--- config.mk ---
export PLATFORM = sky130hd
export DESIGN_NAME = vexriscv_dbus_axil_bridge_flat
export DESIGN_NICKNAME = d
export VERILOG_FILES = /design/src/rtl/vexriscv_dbus_axil_bridge_if.sv /design/src/rtl/vexriscv_dbus_axil_bridge.sv /design/src/flat_wrapper.sv
export SDC_FILE = /design/constraint.sdc
export NUM_CORES = 1
export LEC_CHECK = 0
export CAP_MARGIN = 20
export CORE_ASPECT_RATIO = 0.6
export CORE_UTILIZATION = 35
export DETAILED_ROUTE_END_ITERATION = 12
export PLACE_DENSITY = 0.83
export SLEW_MARGIN = 5
export SYNTH_ARGS = -nofsm -noshare
export SYNTH_HDL_FRONTEND = slang
export SYNTH_SLANG_ARGS = --single-unit
--- constraint.sdc ---
create_clock -name ACLK -period 3.3 [get_ports ACLK]
set_input_delay 0.33 -clock ACLK [delete_from_list [all_inputs] [get_ports ACLK]]
set_output_delay 0.33 -clock ACLK [all_outputs]
set_load 0.01 [all_outputs]
--- src/rtl/vexriscv_dbus_axil_bridge_if.sv ---
// Bundles the VexRiscv dBus command/response signals and the AXI4-Lite master
// channels. The bridge uses the master modport; the core and slave side use slave.
interface vexriscv_dbus_axil_bridge_if #(
  parameter int ADDR_WIDTH = 32
);
  logic                  CMD_VALID;
  logic                  CMD_READY;
  logic                  CMD_WR;
  logic [ADDR_WIDTH-1:0] CMD_ADDR;
  logic [31:0]           CMD_DATA;
  logic [3:0]            CMD_MASK;
  logic                  RSP_VALID;
  logic [31:0]           RSP_DATA;
  logic                  RSP_ERROR;
  logic [ADDR_WIDTH-1:0] M_AXI_AWADDR;
  logic                  M_AXI_AWVALID;
  logic                  M_AXI_AWREADY;
  logic [31:0]           M_AXI_WDATA;
  logic [3:0]            M_AXI_WSTRB;
  logic                  M_AXI_WVALID;
  logic                  M_AXI_WREADY;
  logic [1:0]            M_AXI_BRESP;
  logic                  M_AXI_BVALID;
  logic                  M_AXI_BREADY;
  logic [ADDR_WIDTH-1:0] M_AXI_ARADDR;
  logic                  M_AXI_ARVALID;
  logic                  M_AXI_ARREADY;
  logic [31:0]           M_AXI_RDATA;
  logic [1:0]            M_AXI_RRESP;
  logic                  M_AXI_RVALID;
  logic                  M_AXI_RREADY;

  modport master (
    input  CMD_VALID, CMD_WR, CMD_ADDR, CMD_DATA, CMD_MASK,
    output CMD_READY, RSP_VALID, RSP_DATA, RSP_ERROR,
    output M_AXI_AWADDR, M_AXI_AWVALID, input M_AXI_AWREADY,
    output M_AXI_WDATA, M_AXI_WSTRB, M_AXI_WVALID, input M_AXI_WREADY,
    input  M_AXI_BRESP, M_AXI_BVALID, output M_AXI_BREADY,
    output M_AXI_ARADDR, M_AXI_ARVALID, input M_AXI_ARREADY,
    input  M_AXI_RDATA, M_AXI_RRESP, M_AXI_RVALID, output M_AXI_RREADY
  );

  modport slave (
    output CMD_VALID, CMD_WR, CMD_ADDR, CMD_DATA, CMD_MASK,
    input  CMD_READY, RSP_VALID, RSP_DATA, RSP_ERROR,
    input  M_AXI_AWADDR, M_AXI_AWVALID, output M_AXI_AWREADY,
    input  M_AXI_WDATA, M_AXI_WSTRB, M_AXI_WVALID, output M_AXI_WREADY,
    output M_AXI_BRESP, M_AXI_BVALID, input M_AXI_BREADY,
    input  M_AXI_ARADDR, M_AXI_ARVALID, output M_AXI_ARREADY,
    output M_AXI_RDATA, M_AXI_RRESP, M_AXI_RVALID, input M_AXI_RREADY
  );
endinterface

--- src/rtl/vexriscv_dbus_axil_bridge.sv ---
// Single-outstanding bridge from the VexRiscv simple dBus to an AXI4-Lite master.
// Define VEXRISCV_AXI_TIMEOUT_EN to add a watchdog that aborts stalled transactions.
module vexriscv_dbus_axil_bridge #(
  parameter int ADDR_WIDTH     = 32,
  parameter int TIMEOUT_CYCLES = 1024
) (
  input  logic                            ACLK,
  input  logic                            ARESET,
  vexriscv_dbus_axil_bridge_if.master     bus,
  output logic                            ERROR
);

  localparam logic [2:0] S_IDLE    = 3'd0;
  localparam logic [2:0] S_WR_REQ  = 3'd1;
  localparam logic [2:0] S_RD_REQ  = 3'd2;
  localparam logic [2:0] S_WR_RESP = 3'd3;
  localparam logic [2:0] S_RD_RESP = 3'd4;
  localparam logic [2:0] S_DONE    = 3'd5;

  logic [2:0]            state;
  logic [ADDR_WIDTH-1:0] addr_q;
  logic [31:0]           data_q;
  logic [31:0]           rdata_q;
  logic [3:0]            mask_q;
  logic                  awvalid_q, wvalid_q, arvalid_q;
  logic                  aw_done, w_done;
  logic                  err_q, error_q, ready_en;
  logic                  aw_hs, w_hs, ar_hs, b_hs, r_hs, any_hs;
  logic                  timeout;

  assign aw_hs  = awvalid_q & bus.M_AXI_AWREADY;
  assign w_hs   = wvalid_q & bus.M_AXI_WREADY;
  assign ar_hs  = arvalid_q & bus.M_AXI_ARREADY;
  assign b_hs   = (state == S_WR_RESP) & bus.M_AXI_BVALID;
  assign r_hs   = (state == S_RD_RESP) & bus.M_AXI_RVALID;
  assign any_hs = aw_hs | w_hs | ar_hs | b_hs | r_hs;

`ifdef VEXRISCV_AXI_TIMEOUT_EN
  localparam int CW = $clog2(TIMEOUT_CYCLES + 1);
  logic [CW-1:0] tmo_cnt;

  // Counts stalled cycles of the current phase; any handshake restarts the window.
  always_ff @(posedge ACLK or posedge ARESET) begin
    if (ARESET)
      tmo_cnt <= '0;
    else if (state == S_IDLE || state == S_DONE || any_hs)
      tmo_cnt <= '0;
    else
      tmo_cnt <= tmo_cnt + CW'(1);
  end

  assign timeout = (state != S_IDLE) && (state != S_DONE) && !any_hs &&
                   (tmo_cnt == CW'(TIMEOUT_CYCLES - 1));
`else
  assign timeout = 1'b0;
`endif

  always_ff @(posedge ACLK or posedge ARESET) begin
    if (ARESET) begin
      state     <= S_IDLE;
      addr_q    <= '0;
      data_q    <= '0;
      rdata_q   <= '0;
      mask_q    <= '0;
      awvalid_q <= 1'b0;
      wvalid_q  <= 1'b0;
      arvalid_q <= 1'b0;
      aw_done   <= 1'b0;
      w_done    <= 1'b0;
      err_q     <= 1'b0;
      error_q   <= 1'b0;
      ready_en  <= 1'b0;
    end else begin
      ready_en <= 1'b1;
      if (timeout) begin
        awvalid_q <= 1'b0;
        wvalid_q  <= 1'b0;
        arvalid_q <= 1'b0;
        rdata_q   <= '0;
        err_q     <= 1'b1;
        error_q   <= 1'b1;
        state     <= S_DONE;
      end else begin
        case (state)
          S_IDLE: begin
            if (bus.CMD_VALID && ready_en) begin
              addr_q  <= bus.CMD_ADDR;
              data_q  <= bus.CMD_DATA;
              mask_q  <= bus.CMD_MASK;
              rdata_q <= '0;
              err_q   <= 1'b0;
              aw_done <= 1'b0;
              w_done  <= 1'b0;
              if (bus.CMD_WR) begin
                awvalid_q <= 1'b1;
                wvalid_q  <= 1'b1;
                state     <= S_WR_REQ;
              end else begin
                arvalid_q <= 1'b1;
                state     <= S_RD_REQ;
              end
            end
          end
          // AW and W complete independently, possibly in the same cycle.
          S_WR_REQ: begin
            if (aw_hs) begin
              awvalid_q <= 1'b0;
              aw_done   <= 1'b1;
            end
            if (w_hs) begin
              wvalid_q <= 1'b0;
              w_done   <= 1'b1;
            end
            if ((aw_done || aw_hs) && (w_done || w_hs))
              state <= S_WR_RESP;
          end
          S_WR_RESP: begin
            if (b_hs) begin
              err_q   <= (bus.M_AXI_BRESP != 2'b00);
              error_q <= error_q | (bus.M_AXI_BRESP != 2'b00);
              state   <= S_DONE;
            end
          end
          S_RD_REQ: begin
            if (ar_hs) begin
              arvalid_q <= 1'b0;
              state     <= S_RD_RESP;
            end
          end
          S_RD_RESP: begin
            if (r_hs) begin
              rdata_q <= bus.M_AXI_RDATA;
              err_q   <= (bus.M_AXI_RRESP != 2'b00);
              error_q <= error_q | (bus.M_AXI_RRESP != 2'b00);
              state   <= S_DONE;
            end
          end
          default: state <= S_IDLE;
        endcase
      end
    end
  end

  assign bus.CMD_READY     = (state == S_IDLE) & ready_en;
  assign bus.RSP_VALID     = (state == S_DONE);
  assign bus.RSP_DATA      = rdata_q;
  assign bus.RSP_ERROR     = err_q & (state == S_DONE);
  assign bus.M_AXI_AWADDR  = addr_q;
  assign bus.M_AXI_AWVALID = awvalid_q;
  assign bus.M_AXI_WDATA   = data_q;
  assign bus.M_AXI_WSTRB   = mask_q;
  assign bus.M_AXI_WVALID  = wvalid_q;
  assign bus.M_AXI_BREADY  = (state == S_WR_RESP);
  assign bus.M_AXI_ARADDR  = addr_q;
  assign bus.M_AXI_ARVALID = arvalid_q;
  assign bus.M_AXI_RREADY  = (state == S_RD_RESP);
  assign ERROR             = error_q;

endmodule

--- src/flat_wrapper.sv ---
// flat-port wrapper written by rule: the top's interface ports become plain ports
module vexriscv_dbus_axil_bridge_flat 
#(
  parameter int ADDR_WIDTH     = 32,
  parameter int TIMEOUT_CYCLES = 1024
)
  (ACLK, ARESET, ERROR, bus_CMD_VALID, bus_CMD_WR, bus_CMD_ADDR, bus_CMD_DATA, bus_CMD_MASK, bus_CMD_READY, bus_RSP_VALID, bus_RSP_DATA, bus_RSP_ERROR, bus_M_AXI_AWADDR, bus_M_AXI_AWVALID, bus_M_AXI_AWREADY, bus_M_AXI_WDATA, bus_M_AXI_WSTRB, bus_M_AXI_WVALID, bus_M_AXI_WREADY, bus_M_AXI_BRESP, bus_M_AXI_BVALID, bus_M_AXI_BREADY, bus_M_AXI_ARADDR, bus_M_AXI_ARVALID, bus_M_AXI_ARREADY, bus_M_AXI_RDATA, bus_M_AXI_RRESP, bus_M_AXI_RVALID, bus_M_AXI_RREADY);
  vexriscv_dbus_axil_bridge_if #(.ADDR_WIDTH(ADDR_WIDTH)) bus_i ();
  input  logic ACLK;
  input  logic ARESET;
  output logic ERROR;
  input wire logic [$bits(bus_i.CMD_VALID)-1:0] bus_CMD_VALID;
  input wire logic [$bits(bus_i.CMD_WR)-1:0] bus_CMD_WR;
  input wire logic [$bits(bus_i.CMD_ADDR)-1:0] bus_CMD_ADDR;
  input wire logic [$bits(bus_i.CMD_DATA)-1:0] bus_CMD_DATA;
  input wire logic [$bits(bus_i.CMD_MASK)-1:0] bus_CMD_MASK;
  output wire logic [$bits(bus_i.CMD_READY)-1:0] bus_CMD_READY;
  output wire logic [$bits(bus_i.RSP_VALID)-1:0] bus_RSP_VALID;
  output wire logic [$bits(bus_i.RSP_DATA)-1:0] bus_RSP_DATA;
  output wire logic [$bits(bus_i.RSP_ERROR)-1:0] bus_RSP_ERROR;
  output wire logic [$bits(bus_i.M_AXI_AWADDR)-1:0] bus_M_AXI_AWADDR;
  output wire logic [$bits(bus_i.M_AXI_AWVALID)-1:0] bus_M_AXI_AWVALID;
  input wire logic [$bits(bus_i.M_AXI_AWREADY)-1:0] bus_M_AXI_AWREADY;
  output wire logic [$bits(bus_i.M_AXI_WDATA)-1:0] bus_M_AXI_WDATA;
  output wire logic [$bits(bus_i.M_AXI_WSTRB)-1:0] bus_M_AXI_WSTRB;
  output wire logic [$bits(bus_i.M_AXI_WVALID)-1:0] bus_M_AXI_WVALID;
  input wire logic [$bits(bus_i.M_AXI_WREADY)-1:0] bus_M_AXI_WREADY;
  input wire logic [$bits(bus_i.M_AXI_BRESP)-1:0] bus_M_AXI_BRESP;
  input wire logic [$bits(bus_i.M_AXI_BVALID)-1:0] bus_M_AXI_BVALID;
  output wire logic [$bits(bus_i.M_AXI_BREADY)-1:0] bus_M_AXI_BREADY;
  output wire logic [$bits(bus_i.M_AXI_ARADDR)-1:0] bus_M_AXI_ARADDR;
  output wire logic [$bits(bus_i.M_AXI_ARVALID)-1:0] bus_M_AXI_ARVALID;
  input wire logic [$bits(bus_i.M_AXI_ARREADY)-1:0] bus_M_AXI_ARREADY;
  input wire logic [$bits(bus_i.M_AXI_RDATA)-1:0] bus_M_AXI_RDATA;
  input wire logic [$bits(bus_i.M_AXI_RRESP)-1:0] bus_M_AXI_RRESP;
  input wire logic [$bits(bus_i.M_AXI_RVALID)-1:0] bus_M_AXI_RVALID;
  output wire logic [$bits(bus_i.M_AXI_RREADY)-1:0] bus_M_AXI_RREADY;
  assign bus_i.CMD_VALID = bus_CMD_VALID;
  assign bus_i.CMD_WR = bus_CMD_WR;
  assign bus_i.CMD_ADDR = bus_CMD_ADDR;
  assign bus_i.CMD_DATA = bus_CMD_DATA;
  assign bus_i.CMD_MASK = bus_CMD_MASK;
  assign bus_CMD_READY = bus_i.CMD_READY;
  assign bus_RSP_VALID = bus_i.RSP_VALID;
  assign bus_RSP_DATA = bus_i.RSP_DATA;
  assign bus_RSP_ERROR = bus_i.RSP_ERROR;
  assign bus_M_AXI_AWADDR = bus_i.M_AXI_AWADDR;
  assign bus_M_AXI_AWVALID = bus_i.M_AXI_AWVALID;
  assign bus_i.M_AXI_AWREADY = bus_M_AXI_AWREADY;
  assign bus_M_AXI_WDATA = bus_i.M_AXI_WDATA;
  assign bus_M_AXI_WSTRB = bus_i.M_AXI_WSTRB;
  assign bus_M_AXI_WVALID = bus_i.M_AXI_WVALID;
  assign bus_i.M_AXI_WREADY = bus_M_AXI_WREADY;
  assign bus_i.M_AXI_BRESP = bus_M_AXI_BRESP;
  assign bus_i.M_AXI_BVALID = bus_M_AXI_BVALID;
  assign bus_M_AXI_BREADY = bus_i.M_AXI_BREADY;
  assign bus_M_AXI_ARADDR = bus_i.M_AXI_ARADDR;
  assign bus_M_AXI_ARVALID = bus_i.M_AXI_ARVALID;
  assign bus_i.M_AXI_ARREADY = bus_M_AXI_ARREADY;
  assign bus_i.M_AXI_RDATA = bus_M_AXI_RDATA;
  assign bus_i.M_AXI_RRESP = bus_M_AXI_RRESP;
  assign bus_i.M_AXI_RVALID = bus_M_AXI_RVALID;
  assign bus_M_AXI_RREADY = bus_i.M_AXI_RREADY;
  vexriscv_dbus_axil_bridge #(.ADDR_WIDTH(ADDR_WIDTH), .TIMEOUT_CYCLES(TIMEOUT_CYCLES)) u_core (.ACLK(ACLK), .ARESET(ARESET), .bus(bus_i), .ERROR(ERROR));
endmodule
Word-level counts from Yosys, hierarchy flattened
Index checks and enable logic that the tools add are counted.
{"block": "word_totals", "input_bits": 113, "ff_bits": 111, "word_cells": 89, "out_inout_bits": 141}
{"block": "op_classes", "muxes": 31, "n_bitwise": 9, "reduce_logical": 22, "eq_ne": 14}
{"op": "32-bit 2-to-1 mux", "n": 2}
{"op": "32-bit case mux with 2 select lines", "n": 1}
{"op": "4-bit AND reduction", "n": 4}
{"op": "3-bit 2-to-1 mux", "n": 5}
{"op": "3-bit case mux with 5 select lines", "n": 1}
{"op": "1-bit 2-to-1 mux", "n": 14}
{"op": "2-bit by 1-bit != test with 1-bit output, second input constant", "n": 7}
{"op": "1-bit case mux with 2 select lines", "n": 6}
{"op": "3-bit AND reduction", "n": 4}
{"op": "2-bit nonzero test", "n": 6}
{"op": "1-bit bitwise AND", "n": 7}
{"op": "3-bit by 2-bit == test with 1-bit output, second input constant", "n": 2}
{"op": "3-bit == test, second input constant", "n": 2}
{"op": "5-bit AND reduction", "n": 1}
{"op": "2-bit != test, second input constant", "n": 2}
{"op": "3-bit by 1-bit == test with 1-bit output, second input constant", "n": 1}
{"op": "3-bit logical NOT", "n": 1}
{"op": "1-bit case mux with 3 select lines", "n": 1}
{"op": "3-bit nonzero test", "n": 1}
{"op": "1-bit logical AND", "n": 2}
{"op": "1-bit logical OR", "n": 2}
{"op": "2-bit 2-to-1 mux", "n": 1}
{"op": "1-bit OR", "n": 2}
{"op": "2-bit AND reduction", "n": 1}

Depth between registers and ports, before layout
{"block": "depth", "ltp_word": 5, "depth_mapped": 6, "depth_no_buf": 4}

Worst setup path before layout
Ideal clock, no wire load.
{"block": "synth_timing", "path_kind": "register to register", "startpoint": "register u_core.state[0]", "endpoint": "register u_core.err_q", "t_arrival_ps": 1660, "required_ps": 3175, "setup_ps": 125, "path_slack_ps": 1515, "period_less_slack_ps": 1785, "n_path_buf": 1, "stages_incl_launch_ff": 6, "path_cell_list": "dfrtp_1 nor4b_4 nand2_1 buf_4 a31oi_1 mux2_2"}
{"block": "synth_via", "elab_chain_len": 4, "word_cells_on_any_way": 11, "classes_between": "eq/ne: 5; mux: 1; bitwise: 2; reduce/logical: 3"}
{"element": "from (decl)", "line_no": "vexriscv_dbus_axil_bridge.sv:20", "text": "logic [2:0] state;"}
{"element": "from (signal assigned)", "line_no": "vexriscv_dbus_axil_bridge.sv:60", "text": "state <= S_IDLE;"}
{"element": "from (signal assigned)", "line_no": "vexriscv_dbus_axil_bridge.sv:82", "text": "state <= S_DONE;"}
{"element": "from (signal assigned)", "line_no": "vexriscv_dbus_axil_bridge.sv:97", "text": "state <= S_WR_REQ;"}
{"element": "3-bit by 2-bit == test with 1-bit output or 3-bit == test (tied branches)", "line_no": "vexriscv_dbus_axil_bridge.sv:34, vexriscv_dbus_axil_bridge.sv:84, vexriscv_dbus_axil_bridge.sv:35"}
{"element": "1-bit bitwise AND (on tied branches)", "line_no": "vexriscv_dbus_axil_bridge.sv:34, vexriscv_dbus_axil_bridge.sv:35"}
{"element": "2-bit by 1-bit != test with 1-bit output (no line)"}
{"element": "4-bit AND reduction (no line)"}
{"element": "to (signal assigned)", "line_no": "vexriscv_dbus_axil_bridge.sv:119", "text": "err_q <= (bus.M_AXI_BRESP != 2'b00);"}
{"element": "to (signal assigned)", "line_no": "vexriscv_dbus_axil_bridge.sv:133", "text": "err_q <= (bus.M_AXI_RRESP != 2'b00);"}
{"element": "to (decl)", "line_no": "vexriscv_dbus_axil_bridge.sv:27", "text": "logic err_q, error_q, ready_en;"}
Parallel ways exist; a longest one is shown, timed or not.
A chain may end at the register's enable or synchronous reset.

Worst setup path in the final report
{"block": "layout_timing", "startpoint": "register u_core.state[0]", "endpoint": "output port bus_RSP_ERROR"}
{"block": "layout_via", "elab_chain_len": 2}
{"element": "3-bit == test", "line_no": "vexriscv_dbus_axil_bridge.sv:147", "text": "assign bus.RSP_ERROR = err_q & (state == S_DONE);"}
{"element": "1-bit bitwise AND", "line_no": "vexriscv_dbus_axil_bridge.sv:147"}
{"element": "to (decl)", "line_no": "flat_wrapper.sv:20", "text": "output wire logic [$bits(bus_i.RSP_ERROR)-1:0] bus_RSP_ERROR;"}
No other way between the ends.

==> metrics.md <==
| Metric | Value |
|---|---|
| Result of the run | completed |
| Final Cycle Share | 0.736 |
| Met2 wirelength from detailed routing | 5770 um |
| Final layout net count | 656 |
| Maximum achievable frequency | 412 MHz |
| Synthesized flop and latch total | 111 |
| Data required time at the worst endpoint | 2.97 ns |
| Place WS | 1.16 ns |
| # IOs | 254 |
| Resized cells post-CTS | 0 |
| LEAKAGE | 3.10 nW |
| Setup_tns | 0 ns |
| Final critical-path setup slack | 0.870 ns |
| Clock sinks | 111 |
| Layout cell share with drive strength beyond 1 | 0.157 |
| Area of the multi-input gates | 0.00137 sq mm |
| Total routing resource utilization after global routing | 0.181 |
| Kind of path behind the tightest hold check | reg -> reg |
| Remaining DRCs | 0 |
| Port buffer count | 253 |
| CTS tree | done |
| Placer Congestion | 0.853 |
| Startpoint type of the worst setup path | flop |
| Setup bufs post-CTS | 0 |
| Die Outline Area | 0.0133 sq mm |
| Routed wire length per instance | 16.9 um |
| Leading cell types in the layout, fill and taps excluded | 253 x sky130_fd_sc_hd__clkdlybuf4s50_1, 111 x sky130_fd_sc_hd__dfrtp_1, 59 x sky130_fd_sc_hd__mux2_2, 32 x sky130_fd_sc_hd__a22o_1, 10 x sky130_fd_sc_hd__mux2_1 |
| Master cell of the clock root buffer | sky130_fd_sc_hd__clkbuf_16 |
| Drt first pass iters | 4 |
| Clock slew at the register clock pins of the worst setup and hold paths | 0.07 ns |
| Core region area | 0.0123 sq mm |
| Fraction of the yosys area taken by sequential cells | 0.621 |
| Total number of vias | 3339 |
| Power Dens Cells | 901 mW/mm^2 |
| Amount of wire on met3 after detailed routing | 933 um |
| Growth of design area from synthesis to finish | 62.1% |
| Cells after DPL | 697 |
| H-tree depth | 3 |
| Number of hold buffers added after cts | 0 |
| Max Root-Sink Buffers | 2 |
| Synth Cell Area | 0.00447 sq mm |
| Pin slew with the least headroom to its limit | 0.719 ns |
| Number of global-route vias before repair | 3413 |
| WL final | 12000 um |
| Count of max-cap constraint violations | 0 |
| Hold violation total from the final report | 0 |
| Effective utilization at floorplan | 0.365 |
| Most common cell after layout, fill and taps aside | sky130_fd_sc_hd__clkdlybuf4s50_1 |
| Peak VDD IR | 0.386 mV |
| Clock Latency Late Sink | 0.35 ns |
| Global-route wire length before repair | 18200 um |
| Syn_area_per_cell | 13.9 sq um |
| Setup-failing EPs final | 0 |
| Unrepaired setup endpoints after global routing | false |
| Yosys warning count | 0 |
| Post-Syn Instances | 321 |
| Net count after synthesis | 434 |
| Critical Path End Type | primary output |
| Number of max-slew violations in the final report | 0 |
| Met1 routed wirelength after detailed routing | 5200 um |
| Antenna cell count | 0 |
| Pin count of the biggest net entering global routing | 58 |
| Filler cell count in the final layout | 967 |
| Top Layer Used | met4 |
| Via density per instance | 4.68 |
| Max Clock Skew | 0.0136 ns |
| Fin crit period | 2.43 ns |
| TritonCTS Buffers | 9 |
| Total overflow reported by the global router | 0 |
| Unique cell type count in the Yosys netlist | 28 |
| Initial drt markers | 96 |
| Die Y | 89.6 um |
| Detailed placement HPWL | 9040 um |
| Die Width | 148 um |
| Antenna violations before repair | 0 |
| Arrival time worst endpoint | 2.10 ns |
| Classification of the worst setup path | reg -> out |
| Site row count | 31 |
| Maximum net fanout on the critical path | 14 |
| Antenna viol nets, final | 0 |
| Max-slew headroom | 0.521 |
| Final hold slack | 0.461 ns |
| Area occupied by registers | 0.00278 sq mm |
| Post-route insts no fill | 713 |
-- Yosys cell counts, drive strengths merged --
| master | n | area share |
|---|---|---|
| nor4b | 1 | 0.0053 |
| o22ai | 4 | 0.0056 |
| mux2 | 69 | 0.17 |
| buf | 43 | 0.066 |
| nand3b | 1 | 0.0017 |
| and2 | 1 | 0.0014 |
| nor2 | 8 | 0.0067 |
| a22o | 32 | 0.063 |
| nand2 | 10 | 0.0084 |
| a31oi | 4 | 0.0056 |
| a21oi | 8 | 0.0090 |
| or3b | 1 | 0.0020 |
| o211ai | 1 | 0.0017 |
| nor3 | 2 | 0.0022 |
| nor3b | 1 | 0.0017 |
| o21ai | 6 | 0.0067 |
| conb | 1 | 0.00084 |
| and3 | 1 | 0.0014 |
| clkbuf | 6 | 0.0050 |
| nor4 | 1 | 0.0014 |
| a21o | 1 | 0.0017 |
| nand2b | 2 | 0.0028 |
| dfrtp | 111 | 0.62 |
| nand3 | 2 | 0.0022 |
| inv | 4 | 0.0034 |
-- through the flow --
stage,total power (W),cell area [sq um],utilization
2_1_floorplan,0.00382,4470,-
3_3_place_gp,0.00544,6960,0.568
3_5_place_dp,0.00553,6960,0.568
4_1_cts,0.00662,7250,0.592
5_1_grt,0.00692,7250,0.592
6_report,0.00654,7250,0.592
-- sequential cells by signal, summed over array words and instances (netlist names), 3 cells and up --
name                     flops
u_core.bus.M_AXI_WDATA      32
u_core.bus.M_AXI_ARADDR     32
u_core.bus.M_AXI_WSTRB       4
u_core.state                 3
u_core.bus.RSP_DATA         32
-- where the power goes --
group | total [W] | switching [W] | leakage, nW | internal, W
clock | 0.00105 | 0.000504 | 0.142 | 0.000545
combinational | 0.00308 | 0.00115 | 1.59 | 0.00194
sequential | 0.00240 | 0.000446 | 1.37 | 0.00196
-- layout make-up --
cell class,count,share of cell area
Tap cell,165,0.0285
Inverter,4,0.00242
Timing Repair Buffer,260,0.356
Clock buffer,10,0.0330
Multi-Input combinational cell,157,0.189
Clock inverter,6,0.00725
Sequential cell,111,0.383
-- worst paths after layout --
path | start | end | slack (ns) | cells past startpoint
max | u_core.state[0] | bus_RSP_ERROR | 0.87 | 4
min | u_core.ERROR | u_core.ERROR | 0.46 | 1
max reg2reg | u_core.state[0] | u_core.err_q | 1.19 | 4
min reg2reg | u_core.ERROR | u_core.ERROR | 0.46 | 1
max in group asynchronous | ARESET | u_core.state[2] | 1.98 | 3
min in group asynchronous | ARESET | u_core.bus.M_AXI_ARADDR[16] | 0.47 | 2
-- cells by family after synthesis --
family,count (synthesis),synth area share
and+or+nand+nor,31,0.0372
buffers and inverters,53,0.0744
muxes,69,0.174
AOI/OAI and AO/OA,56,0.0929
DFF,111,0.621
other,1,0.000838
-- critical path: stages, from the launching register on --
cell	delay [ns]
sky130_fd_sc_hd__dfrtp_1	0.62
sky130_fd_sc_hd__inv_1	0.17
sky130_fd_sc_hd__nor3b_1	0.28
sky130_fd_sc_hd__and2_1	0.17
sky130_fd_sc_hd__clkdlybuf4s50_1	0.53
-- layer usage --
layer / track usage / vias up
met5: 0 / -
met4: 0.0450 / 0
met3: 0.0582 / 12
met2: 0.297 / 153
met1: 0.235 / 1624
li1: - / 1550
Power figures use the tool's default switching activity.
